## src/rtl/alu_seq_pkg.sv

```systemverilog
// Shared opcodes and sequencer state encoding for the ALU sequencer.
// Imported by alu_step_counter and alu_seq_ctrl.
package alu_seq_pkg;

    localparam logic [1:0] OP_ADD = 2'b00;
    localparam logic [1:0] OP_MUL = 2'b01;
    localparam logic [1:0] OP_DIV = 2'b10;
    localparam logic [1:0] OP_ILL = 2'b11;

    typedef enum logic [2:0] {
        IDLE,
        LOAD,
        EXEC,
        CHECK,
        DONE
    } seq_state_t;

endpackage

```

## src/rtl/alu_step_counter.sv

```systemverilog
// Iteration counter for the MUL/DIV loops; wraps after its top value.
// last flags the final iteration so the sequencer can exit the loop.
module alu_step_counter
    import alu_seq_pkg::*;
#(
    parameter int CNT_W = 3
) (
    input  logic             clk,
    input  logic             reset,
    input  logic             clear,
    input  logic             count_up,
    output logic [CNT_W-1:0] count,
    output logic             last
);

    logic [CNT_W-1:0] count_q;
    logic [CNT_W-1:0] count_d;

    // Clear has priority over advancing
    always_comb begin
        count_d = count_q;
        if (clear) begin
            count_d = '0;
        end else if (count_up) begin
            count_d = count_q + {{(CNT_W-1){1'b0}}, 1'b1};
        end
    end

    // Counter register
    always_ff @(posedge clk or posedge reset) begin
        if (reset) begin
            count_q <= '0;
        end else begin
            count_q <= count_d;
        end
    end

    assign count = count_q;
    assign last  = (count_q == {CNT_W{1'b1}});

endmodule

```

## src/rtl/alu_seq_ctrl.sv

```systemverilog
// Control sequencer for the iterative ALU datapath (ADD, MUL, DIV).
// Optional abort port pair enabled by defining ALU_SEQ_ABORT_EN.
module alu_seq_ctrl
    import alu_seq_pkg::*;
#(
    parameter  int WIDTH = 8,
    localparam int CNT_W = $clog2(WIDTH)
) (
    input  logic             clk,
    input  logic             reset,
    input  logic             start,
    input  logic [1:0]       op,
    input  logic             mul_lsb,
    input  logic             acc_msb,
`ifdef ALU_SEQ_ABORT_EN
    input  logic             abort,
    output logic             aborted,
`endif
    output logic             ld_operands,
    output logic             add_en,
    output logic             sub_en,
    output logic             restore_en,
    output logic             shift_en,
    output logic             q_wr,
    output logic             q_bit,
    output logic             count_up,
    output logic [CNT_W-1:0] step,
    output logic             busy,
    output logic             done,
    output logic             err
);

    seq_state_t state_q;
    seq_state_t state_d;
    logic [1:0] op_q;
    logic [1:0] op_d;
    logic       aborted_q;
    logic       aborted_d;
    logic       cnt_clear;
    logic       cnt_last;

    alu_step_counter #(
        .CNT_W(CNT_W)
    ) u_cnt (
        .clk     (clk),
        .reset   (reset),
        .clear   (cnt_clear),
        .count_up(count_up),
        .count   (step),
        .last    (cnt_last)
    );

    // Next-state and control decode from the registered state
    always_comb begin
        state_d     = state_q;
        op_d        = op_q;
        aborted_d   = 1'b0;
        cnt_clear   = 1'b0;
        ld_operands = 1'b0;
        add_en      = 1'b0;
        sub_en      = 1'b0;
        restore_en  = 1'b0;
        shift_en    = 1'b0;
        q_wr        = 1'b0;
        q_bit       = 1'b0;
        count_up    = 1'b0;
        done        = 1'b0;
        err         = 1'b0;
        unique case (state_q)
            IDLE: begin
                if (start) begin
                    state_d = LOAD;
                    op_d    = op;
                end
            end
            LOAD: begin
                ld_operands = 1'b1;
                cnt_clear   = 1'b1;
                state_d     = (op_q == OP_ILL) ? DONE : EXEC;
            end
            EXEC: begin
                case (op_q)
                    OP_ADD: begin
                        add_en  = 1'b1;
                        state_d = DONE;
                    end
                    OP_MUL: begin
                        add_en   = mul_lsb;
                        shift_en = 1'b1;
                        count_up = 1'b1;
                        state_d  = cnt_last ? DONE : EXEC;
                    end
                    OP_DIV: begin
                        shift_en = 1'b1;
                        sub_en   = 1'b1;
                        state_d  = CHECK;
                    end
                    default: state_d = DONE;
                endcase
            end
            CHECK: begin
                q_wr       = 1'b1;
                q_bit      = ~acc_msb;
                restore_en = acc_msb;
                count_up   = 1'b1;
                state_d    = cnt_last ? DONE : EXEC;
            end
            DONE: begin
                done    = 1'b1;
                err     = (op_q == OP_ILL);
                state_d = IDLE;
            end
            default: state_d = IDLE;
        endcase
`ifdef ALU_SEQ_ABORT_EN
        if (abort && (state_q == LOAD || state_q == EXEC
                      || state_q == CHECK)) begin
            state_d     = IDLE;
            aborted_d   = 1'b1;
            cnt_clear   = 1'b0;
            ld_operands = 1'b0;
            add_en      = 1'b0;
            sub_en      = 1'b0;
            restore_en  = 1'b0;
            shift_en    = 1'b0;
            q_wr        = 1'b0;
            q_bit       = 1'b0;
            count_up    = 1'b0;
        end
`endif
    end

    // Sequencer state, latched opcode and abort flag
    always_ff @(posedge clk or posedge reset) begin
        if (reset) begin
            state_q   <= IDLE;
            op_q      <= OP_ADD;
            aborted_q <= 1'b0;
        end else begin
            state_q   <= state_d;
            op_q      <= op_d;
            aborted_q <= aborted_d;
        end
    end

    assign busy = (state_q != IDLE);

`ifdef ALU_SEQ_ABORT_EN
    assign aborted = aborted_q;
`else
    logic unused_aborted;
    assign unused_aborted = aborted_q;
`endif

endmodule

```

## config.mk

```make
export PLATFORM = sky130hd
export DESIGN_NAME = alu_seq_ctrl
export DESIGN_NICKNAME = d
export VERILOG_FILES = /design/src/rtl/alu_seq_pkg.sv /design/src/rtl/alu_step_counter.sv /design/src/rtl/alu_seq_ctrl.sv
export SDC_FILE = /design/constraint.sdc
export NUM_CORES = 1
export LEC_CHECK = 0
export CAP_MARGIN = 20
export CORE_MARGIN = 4
export CORE_UTILIZATION = 40
export DETAILED_ROUTE_END_ITERATION = 8
export HOLD_SLACK_MARGIN = 0.02
export PLACE_DENSITY = 0.73
export SKIP_LAST_GASP = 1
export SLEW_MARGIN = 20
export SYNTH_ARGS = -nofsm -noshare
export SYNTH_HDL_FRONTEND = slang
export SYNTH_SLANG_ARGS = --single-unit
```

## constraint.sdc

```tcl
create_clock -name clk -period 2.3 [get_ports clk]
set_input_delay 0.23 -clock clk [delete_from_list [all_inputs] [get_ports clk]]
set_output_delay 0.23 -clock clk [all_outputs]
set_load 0.03 [all_outputs]
```

==> key figures, run 1 <==
Placement
  – Dpl ws: 0.424 ns
  – Placed instance area: around 740 um^2
  – Hpwl dp: 866 um
  – Gpl congestion: 0.720
  – Buffers on Ports: 20

Detailed routing
  – Post-route ant nets: 0
  – Routed length per instance: between 10 and 15 um
  – DRC violations left: 0
  – Total iterations of the first detailed-routing run: 4
  – Final Routed Wirelength: ~1.1 mm
  – Vias/cell: 4.99
  – Detailed Route Iter0 Violations: 5
  – Via count: approximately 450

Floorplan
  – Core Area: between 1000 and 1500 um^2
  – Die Y: 44.5 um
  – Die area: 1980 um^2
  – Std cell rows: 12
  – IO Pins: 21
  – Initial Util: 0.454
  – DIE WIDTH: 44.5 um

CTS
  – Post-cts resize count: 0
  – Clk buf depth: 2
  – Clk pin slew, worst setup/hold paths: ~0.06 ns
  – Worst skew pair latency: between 0.2 and 0.3 ns
  – CTS tree: done
  – Clk sinks: 8
  – Setup bufs post-CTS: 0
  – Hold buffers post-CTS: 0
  – Inserted Clock Buffers: 3
  – Root Buffer: clkbuf_4
  – H-tree levels: 1

STA
  – Final setup viols: 0
  – Final Worst Setup Slack: between 0.15 and 0.2 ns
  – RSZ-0062 raised after global routing: no
  – Slew headroom: 0.768
  – Total negative setup slack: 0 ns
  – Final hold vios: 0
  – Fin crit period: approximately 2.1 ns
  – Final Max Slew Viols: 0
  – Max Clk Rate: 467 MHz
  – Tightest Pin Transition: 0.348 ns
  – Final Cycle Share: 0.930
  – Clock Skew: about 0.005 ns

Critical path
  – Worst-path maximum fanout: 6
  – Required @ worst endpoint: 2.07 ns
  – CP Capture Type: output port
  – Critical path type: flop to output port
  – Critical Path AT: 1.91 ns
  – Startpoint Class: flop

Power
  – Final Power: between 0.001 and 0.0015 W
  – Power per cell area: around 1300 nW/um^2
  – Maximum VDD drop: 0.000699 V
  – Leakage: 0.366 nW

Synthesis
  – Mean post-synth cell area: 9.67 um^2
  – Yosys cell types: 22
  – FF+latch count, synth: 8
  – Cells after Synth: 55
  – YS warnings: 0
  – Cell area after synthesis: ~530 um^2
  – Sequential share of the synthesized area: 0.376
  – Syn Nets: 68

Job
  – Max Cap Viol: 0

Layout
  – Most common cell after layout, fill and taps aside: clkdlybuf4s50_1
  – Fin area: 764 um^2
  – Share of layout cells above drive strength 1: 0.104
  – Commonest cells after routing, fill and taps aside: 20 x clkdlybuf4s50_1, 8 x dfrtp_1, 7 x inv_1, 6 x ha_1
  – ANT cells: 0
  – Nets@finish: 92
  – Synth-to-layout area growth: 43.8%

Outcome
  – Status: completed

Global route
  – Gr usage total: 0.122
  – Largest net degree at the start of global routing: 12
  – Initial antenna violation count: 0
  – Vias in the first global route: 426
  – Total gr overflow: 0
  – First-pass GRT wire length: 1.75 mm

Worst hold path
  – Hold WC Path Type: input pin to asynchronous set/reset pin
==> layer usage <==
| metal | global-route usage | part of all wire | vias to the layer above |
|---|---|---|---|
| met5 | 0 | 0 | - |
| met2 | 0.201 | 0.46 | 18 |
| met3 | 0.0366 | 0.072 | 2 |
| met1 | 0.138 | 0.46 | 199 |
| met4 | 0.0723 | 0.010 | 0 |
| li1 | - | - | 235 |
==> final timing paths <==
kind,from,endpoint,slack (ns),depth (start not counted)
setup / recovery,op_q[1],count_up,0.16,5
min in group clk,u_cnt.count[1],u_cnt.count[1],0.54,1
hold reg to reg,u_cnt.count[1],u_cnt.count[1],0.54,1
max in group asynchronous,reset,u_cnt.count[2],1.85,2
hold / removal,reset,state_q[0],0.22,2
setup reg to reg,op_q[1],u_cnt.count[0],0.84,5
==> synthesized netlist by cell type (all sizes together) <==
cell type  number  area [um^2]
dfrtp           8          200
inv             7         26.3
ha              6         75.1
a21oi           4         20.0
mux2            4         45.0
nand2           4         15.0
nand2b          3         18.8
nor3            3         20.0
nor3b           3         27.5
a22o            2         17.5
and2            2         12.5
nor2            2         10.0
nor2b           2         12.5
and3            1         6.26
buf             1         7.51
o21ai           1         5.00
o22ai           1         6.26
or2             1         6.26
==> per-stage QoR <==
stage                     hold WS (ns)  cells  utilization
after CTS                        0.223     91        0.653
final                            0.217     91        0.653
after floorplan                 0.0457     55            -
after detailed placement         0.497     88        0.634
after global placement           0.497     88        0.634
after global routing             0.248     91        0.653
==> critical path, stage by stage, from the launching register on <==
cell,delay (ns)
dfrtp_1,0.40
inv_1,0.08
ha_1,0.24
nor2_1,0.07
nor2_2,0.16
clkdlybuf4s50_1,0.70
==> cell type report <==
cell class | instances | area [um^2]
clock buffers | 3 | 22.5
fillers | 107 | 407
inverters | 7 | 26.3
multi-input cells | 39 | 298
flip-flops and latches | 8 | 200
well taps | 14 | 17.5
repair buffers | 20 | 200
==> where the power goes <==
group / internal [W] / total, W / switching [W]
Clock: 0.0000597 / 0.000108 / 0.0000480
Combinational: 0.000285 / 0.000622 / 0.000338
Sequential: 0.000201 / 0.000292 / 0.0000914
==> kinds of logic after synthesis <==
logic type	Yosys count	share of synthesized area
mux	4	0.0847
fa+ha+maj	6	0.141
compound gates	8	0.0918
flops	8	0.376
simple gates	21	0.242
buf+inv	8	0.0635
==> sequential cells by signal, indices dropped and copies added, names as in the netlist <==
| register | count |
|---|---|
| state_q | 3 |
| op_q | 2 |
| u_cnt.count | 3 |
(Power assumes the default switching activity.)
==> run 2, diff against run 1 <==
- GPL_TIMING_DRIVEN: default -> 1
==> results of run 2 <==
No change in the layout: final DEF, timing and power equal those of run 1.
==> run 3, diff against run 2 <==
- SLEW_MARGIN: 20 -> 0
==> results of run 3 <==
No change in the layout: final DEF, timing and power equal those of run 1.
